## src/rtl/serv_rf_pkg.sv

```systemverilog
// Shared types and sizing helpers for the SERV register-file RAM and its users.
package serv_rf_pkg;

    typedef enum logic {
        CLEAR = 1'b0,
        RUN   = 1'b1
    } state_e;

    // Number of RAM words needed to hold 32 GPRs plus csr_regs CSRs of 32 bits each.
    function automatic int unsigned calc_depth(input int unsigned width, input int unsigned csr_regs);
        return 32 * (32 + csr_regs) / width;
    endfunction

endpackage

```

## src/rtl/serv_rf_ram_if.sv

```systemverilog
// Write/read port bundle for the register-file RAM (one write port, one registered read port).
interface serv_rf_ram_if #(
    parameter int unsigned dw = 8,
    parameter int unsigned aw = 8
);
    logic [aw-1:0] waddr;
    logic [dw-1:0] wdata;
    logic          wen;
    logic [aw-1:0] raddr;
    logic          ren;
    logic [dw-1:0] rdata;

    modport master (output waddr, wdata, wen, raddr, ren, input rdata);
    modport slave  (input waddr, wdata, wen, raddr, ren, output rdata);
endinterface

```

## src/rtl/serv_rf_ram.sv

```systemverilog
// Plain storage array: one write port, one registered read port, no reset (BRAM-inferable).
module serv_rf_ram #(
    parameter int unsigned dw    = 8,
    parameter int unsigned depth = 144,
    parameter int unsigned aw    = 8
) (
    input logic           i_clk,
    serv_rf_ram_if.slave  bus
);

    logic [dw-1:0] mem_q [depth];

    // Read and write in one block so a same-address access returns the old word.
    always_ff @(posedge i_clk) begin
        if (bus.wen) begin
            mem_q[bus.waddr] <= bus.wdata;
        end
        if (bus.ren) begin
            bus.rdata <= mem_q[bus.raddr];
        end
    end

endmodule

```

## src/rtl/serv_rf_ram_init.sv

```systemverilog
// Register-file RAM that zeroes itself after reset before accepting accesses.
// Optional macro SERV_RF_PARITY_EN adds an even-parity bit per word and o_parity_err.
module serv_rf_ram_init
    import serv_rf_pkg::*;
#(
    parameter int unsigned width    = 8,
    parameter int unsigned csr_regs = 4,
    parameter int unsigned depth    = calc_depth(width, csr_regs),
    parameter int unsigned aw       = $clog2(depth)
) (
    input  logic             i_clk,
    input  logic             i_rst,
    input  logic [aw-1:0]    i_waddr,
    input  logic [width-1:0] i_wdata,
    input  logic             i_wen,
    input  logic [aw-1:0]    i_raddr,
    input  logic             i_ren,
    output logic [width-1:0] o_rdata,
    output logic             o_init_done
`ifdef SERV_RF_PARITY_EN
    ,
    output logic             o_parity_err
`endif
);

`ifdef SERV_RF_PARITY_EN
    localparam int unsigned DW = width + 1;
`else
    localparam int unsigned DW = width;
`endif
    localparam logic [aw-1:0] LAST = aw'(depth - 1);

    state_e          state_q, state_d;
    logic [aw-1:0]   cnt_q, cnt_d;
    logic            rd_ok_q, rd_ok_d;
    logic [DW-1:0]   wdata_ext;

    serv_rf_ram_if #(.dw(DW), .aw(aw)) ram_bus ();

`ifdef SERV_RF_PARITY_EN
    assign wdata_ext = {^i_wdata, i_wdata};
`else
    assign wdata_ext = i_wdata;
`endif

    always_ff @(posedge i_clk) begin
        if (i_rst) begin
            state_q <= CLEAR;
            cnt_q   <= '0;
            rd_ok_q <= 1'b0;
        end else begin
            state_q <= state_d;
            cnt_q   <= cnt_d;
            rd_ok_q <= rd_ok_d;
        end
    end

    always_comb begin
        state_d       = state_q;
        cnt_d         = cnt_q;
        ram_bus.waddr = i_waddr;
        ram_bus.wdata = wdata_ext;
        ram_bus.wen   = 1'b0;
        ram_bus.raddr = i_raddr;
        ram_bus.ren   = 1'b0;
        case (state_q)
            CLEAR: begin
                ram_bus.waddr = cnt_q;
                ram_bus.wdata = '0;
                ram_bus.wen   = 1'b1;
                cnt_d         = cnt_q + aw'(1);
                if (cnt_q == LAST) begin
                    cnt_d   = '0;
                    state_d = RUN;
                end
            end
            RUN: begin
                ram_bus.wen = i_wen;
                ram_bus.ren = i_ren;
            end
        endcase
        rd_ok_d = rd_ok_q | ram_bus.ren;
    end

    // The RAM read register has no reset; mask it until a read has happened since reset.
    assign o_rdata     = rd_ok_q ? ram_bus.rdata[width-1:0] : '0;
    assign o_init_done = (state_q == RUN);

`ifdef SERV_RF_PARITY_EN
    logic rd_pulse_q;

    always_ff @(posedge i_clk) begin
        if (i_rst) begin
            rd_pulse_q <= 1'b0;
        end else begin
            rd_pulse_q <= ram_bus.ren;
        end
    end

    assign o_parity_err = rd_pulse_q & (^ram_bus.rdata);
`endif

    serv_rf_ram #(.dw(DW), .depth(depth), .aw(aw)) u_ram (
        .i_clk (i_clk),
        .bus   (ram_bus.slave)
    );

endmodule

```

## config.mk

```make
export PLATFORM = sky130hd
export DESIGN_NAME = serv_rf_ram_init
export DESIGN_NICKNAME = d
export VERILOG_FILES = /design/src/rtl/serv_rf_pkg.sv /design/src/rtl/serv_rf_ram_if.sv /design/src/rtl/serv_rf_ram.sv /design/src/rtl/serv_rf_ram_init.sv
export SDC_FILE = /design/constraint.sdc
export NUM_CORES = 1
export LEC_CHECK = 0
export BUFFER_PORTS_ARGS = -buffer_cell sky130_fd_sc_hd__buf_2
export CAP_MARGIN = 20
export CORE_ASPECT_RATIO = 1.1
export CORE_MARGIN = 4
export CORE_UTILIZATION = 57
export CTS_CLUSTER_SIZE = 28
export DETAILED_ROUTE_END_ITERATION = 7
export PLACE_DENSITY = 0.76
export SYNTH_ARGS = -nofsm -noshare
export SYNTH_HDL_FRONTEND = slang
export SYNTH_SLANG_ARGS = --single-unit
```

## constraint.sdc

```tcl
create_clock -name i_clk -period 3.51 [get_ports i_clk]
set_input_delay 0.5265 -clock i_clk [delete_from_list [all_inputs] [get_ports i_clk]]
set_output_delay 0.5265 -clock i_clk [all_outputs]
set_load 0.01 [all_outputs]
```

# ---- After elaboration in Yosys (flattened, before gate mapping)
# Memories as Yosys holds them, arrays and structs flattened. A register that Yosys moved wholly into a read port is not among the register bits.
# Index checks and enable logic that the tools add are counted.
dict set report word_totals {
  ff_bits 10
  ram_bits 1152
  output_inout_bits 9
  word_cells 18
  memories 1
}
dict set report classes {
  addsub 1
  n_eq_ne 1
  mux 10
  bitwise_logic 2
}
# name words word_bits rd rd_ports_with_merged_regs wr line
set memory_table {}
lappend memory_table {u_ram.mem_q 144 8 1 1 1 serv_rf_ram.sv:11} ;# logic [dw-1:0] mem_q [depth];
# cell count
set op_table {}
lappend op_table {{two-way mux 8 bit} 4}
lappend op_table {{adder 8 x 1 -> 8 bit (second input constant)} 1}
lappend op_table {{== test 8 bit (second input constant)} 1}
lappend op_table {{two-way mux 1 bit} 5}
lappend op_table {{case mux 1 bit (2 select lines)} 1}
lappend op_table {{NOT 1 bit} 1}
lappend op_table {{OR 1 bit} 1}

# ---- Depth between registers and ports, before layout
dict set report logic_depth {
  ltp_word 4
  mapped_depth 11
  depth_no_buf 6
}

# ---- Modules after synthesis
# Synthesis repeated with hierarchy kept, for this count alone.
dict set report hier_totals {
  hier_cells 2212
  hier_area_um2 46223.1
}
# module n_inst cells_each area_per_inst_um2 seq_area_each_um2
set by_module_without_submodules {}
lappend by_module_without_submodules {serv_rf_ram 1 2134 45546.2 34833.4}
lappend by_module_without_submodules {serv_rf_ram_init 1 78 676.9 200.2}

# ---- Worst setup path before layout
# OpenSTA, ideal clock, no wires.
dict set report synth_timing {
  kind {register to register}
  from {register state_q, in the netlist o_init_done}
  to {memory u_ram.mem_q[0][0], data pin}
  setup_time_ps 575
  arrival_time_ps 3361
  t_required_ps 2935
  slack_ps -426
  stages_incl_launch_ff 6
  synth_period_minus_slack_ps 3936
  path_cell_list {dfxtp_1 clkbuf_1 clkbuf_1 buf_1 clkbuf_1 and2_1}
}
dict set report synth_via {
  elab_chain_len 1
}
# item line
set synth_rtl {}
lappend synth_rtl {{start, declared} serv_rf_ram_init.sv:33} ;# state_e state_q, state_d;
lappend synth_rtl {{start signal, assigned} serv_rf_ram_init.sv:52} ;# state_q <= state_d;
lappend synth_rtl {{two-way mux 8 bit} serv_rf_ram_init.sv:66} ;# case (state_q)
lappend synth_rtl {{named net ram_bus.wdata[0]} serv_rf_ram_if.sv:7} ;# logic [dw-1:0] wdata;
lappend synth_rtl {{end, declared} serv_rf_ram.sv:11}
# The timed path passes the listed nets, and every way through them passes these cells.

# ---- Worst setup path after layout
dict set report layout_timing {
  from {register state_q, in the netlist o_init_done}
  to {memory u_ram.mem_q[140][3] (enable)}
}
dict set report layout_via {
  elab_chain_len 4
}
# item line
set layout_rtl {}
lappend layout_rtl {{NOT 1 bit} --}
lappend layout_rtl {{case mux 1 bit (2 select lines)} serv_rf_ram_init.sv:66}
lappend layout_rtl {{two-way mux 1 bit} serv_rf_ram.sv:15} ;# if (bus.wen) begin
lappend layout_rtl {{two-way mux 1 bit (implied by the code)} serv_rf_ram.sv:16} ;# mem_q[bus.waddr] <= bus.wdata;
# Parallel ways exist; a longest one is shown, timed or not.

==> results.ini <==
[status]
outcome=finished clean

[synth]
synthCells=2187
synthMostInstantiatedCell=edfxtp_1
ys_ff_latch=1170
synthArstFlopShare_pct=0
syn_area_mm2=0.04571
yosysWarningCount=0
synth.yosys.seq_area_share_pct=76.64
synth_commonest_cells=edfxtp_1, mux4_2, nor2_1
synth.area.top_cells=edfxtp_1, mux4_2, mux2i_1, nor2_1, mux4_1
synth_top_area_share_pct=76.20
ys.flop_type=edfxtp_1
synth_area_per_cell_um2=20.90
netlist-cell-type-count=51
synth_fp_nets=2216
synth_edf_count=1160
yosysTopAreaCell=edfxtp_1

[placed_design]
dp.final_hpwl_mm=66.45
numPortBuffers=36
dp_cells=3286
place.gp.congestion=1.013
post_dp_cell_area_mm2=0.04780

[grt]
gr-total-overflow=0
antenna_found_initial=5
grt_pass1_wl_mm=159.7
grt_max_degree=145
grt.total_usage_pct=25.60
grt_pass1_vias=23340

[floorplanning]
rows=108
start_util_pct=57.73
coreArea_mm2=0.07919
io_pins=37
die_w_um=278.0
die_h_um=305.0
dieArea_mm2=0.08480

[cts]
root_buffer=clkbuf_16
cts_setup_buffers=0
cts_tree=yes
cts_buffer_depth=3
cts.htree.levels=3
cts_resized=0
cts.sinks=1170
insertion_delay_ns=0.68
cts_buffers=108
cts_hold_buf=0
clkTransAtPathRegs_ns=0.07

[pwr]
leakage_nw=17.09
ir_drop_mv=0.5120
p_comb_share_pct=4.1
clkPwrFrac_pct=42.2
switching_power_mw=5.724
internal_power_mw=22.56
powerDensity_mw_per_mm2=549.8
swShare_pct=20.24
sequentialPowerShare_pct=53.6
total_power_mw=28.28

[finish]
final_cell_area_mm2=0.05144
multi_input_area_mm2=0.01000
synthToLayoutAreaGrowth_pct=12.53
drive_gt1_share_pct=25.27
regArea_mm2=0.03503
final_cells=3490
fillers=5064
final_nets=2380

[worst_hold_path]
min_from=i_rst
holdPathEnd=cnt_q[6]$_SDFFE_PP0N_
min_path_type=input pin to flip-flop
hold_path_depth=2

[detailed_routing]
drtPass1Iterations=6
viasPerCell=6.657
num_vias=23230
wl_mm=107.7
drtIter0Drc=3550
antenna_left=0
remaining_drc_errors=0
wire_per_inst_um=30.86

[sta]
worst_pin_slew_ns=1.012
period_minus_slack_ns=3.270
hold_viol=0
max_freq_ghz=0.3058
rsz0062_at_grt=false
timing.final.crit_share_pct=93.16
maxSlewViolCount=0
hold_slack_ns=0.1990
slew_headroom_pct=32.50
setup_viol=0
skew_ns=0.03549
tns_ns=0

[critical_path]
crit_path_start_kind=flip-flop
cp_max_fo=8
rr_worst_depth=4
arrival_ns=3.58
reg2reg_from=o_init_done$_SDFF_PP0_
critPathKind=flip-flop to flip-flop
crit_required_ns=3.82
r2r_slack_ns=0.24
r2r_end=u_ram.mem_q[140][3]$_DFFE_PP_
end_kind=flip-flop

[flow_run]
drv_cap=0

## power by group through the flow
stage	clock [mW]	sequential [mW]	combinational, mW
finish	11.9	15.2	1.16
CTS	12.1	15.2	1.15
detailed placement	0	15.5	1.14
floorplan	0	15.5	0.744
global route	12.7	15.2	1.21
global placement	0	15.5	1.12
## kinds of logic (layout without fill, tap and decap cells)
kind of cell,after synthesis,after routing,synth area share [%]
AND/OR/NAND/NOR,308,308,2.931
AO/OA/AOI/OAI,199,199,3.172
other,0,3,0
buffers and inverters,124,379,1.557
flip-flops,1170,1170,76.64
adder cells (fa/ha/maj),1,1,0.02737
XOR/XNOR,6,6,0.1150
multiplexers,379,379,15.56
## layer usage
layer / vias to the layer above / routed length [um] / track usage [%] / share of wire (%)
li1: 9459 / - / - / -
met1: 12160 / 41190 / 36.74 / 38
met2: 1388 / 52100 / 40.37 / 48
met3: 228 / 10910 / 5.627 / 10
met4: 0 / 3515 / 7.817 / 3.3
met5: - / 0 / 0 / 0
## worst max path at each step
stage | from | end | slack (ns) | depth (start not counted)
final | o_init_done$_SDFF_PP0_ | u_ram.mem_q[140][3]$_DFFE_PP_ | 0.24 | 4
after global routing | o_init_done$_SDFF_PP0_ | u_ram.mem_q[140][3]$_DFFE_PP_ | 0.02 | 4
after CTS | o_init_done$_SDFF_PP0_ | u_ram.mem_q[140][3]$_DFFE_PP_ | 0.33 | 4
after detailed placement | i_waddr[0] | u_ram.mem_q[140][7]$_DFFE_PP_ | 0.15 | 4
after global placement | i_raddr[0] | u_ram.bus.rdata[5]$_DFFE_PP_ | 0.22 | 7
after floorplan | o_init_done$_SDFF_PP0_ | u_ram.mem_q[0][0]$_DFFE_PP_ | 0.57 | 5
## per-stage QoR
| step | util (%) | setup WS, ns |
|---|---|---|
| 2_1_floorplan | - | 0.5697 |
| 3_3_place_gp | 60.37 | 0.2152 |
| 3_5_place_dp | 60.37 | 0.1488 |
| 4_1_cts | 64.95 | 0.3252 |
| 5_1_grt | 64.95 | 0.01842 |
| 6_report | 64.96 | 0.2402 |
## worst max-delay path, cell delays in order (launching register included)
cell     delay (ns)
dfxtp_1        0.33
inv_1          0.12
o31ai_1        0.80
nand3_1        0.77
nor2_1         0.86
## area by class of cell
cell class | instances | area share [%]
antenna | 3 | 0.01459
clock buffer | 138 | 5.651
clock inverter | 63 | 1.404
inverter | 8 | 0.05838
multi-input combinational | 893 | 19.44
sequential | 1170 | 68.11
tap | 1045 | 2.542
timing repair buffer | 170 | 2.783
## registers in the layout (all words and copies together), names as in the netlist
register and cells:
u_ram.mem_q 1152, cnt_q 8, u_ram.bus.rdata 8, o_init_done 1, rd_ok_q 1
## cell usage in the layout, fill, tap and decap left out, drive strengths merged, types with 2 or more instances in the layout
cell and count:
a22o 21, a2111oi 8, o21ai 21, o22ai 22, or2 4, mux2 36
diode 3, or3 5, edfxtp 1160, clkinvlp 6, nand2 40, dfxtp 10
o221ai 7, inv 11, o32ai 5, a221oi 21, nand3 24, nor3 10
mux4 258, o311a 8, buf 170, xor2 2, and2 20, xnor2 4
bufinv 14, a32o 3, nor2b 7, a21oi 24, nor2 178, a31oi 9
nand2b 18, clkbuf 138, clkinv 40, o31ai 3, mux2i 85, a22oi 42
No activity file was read; power rests on OpenSTA's default activity.
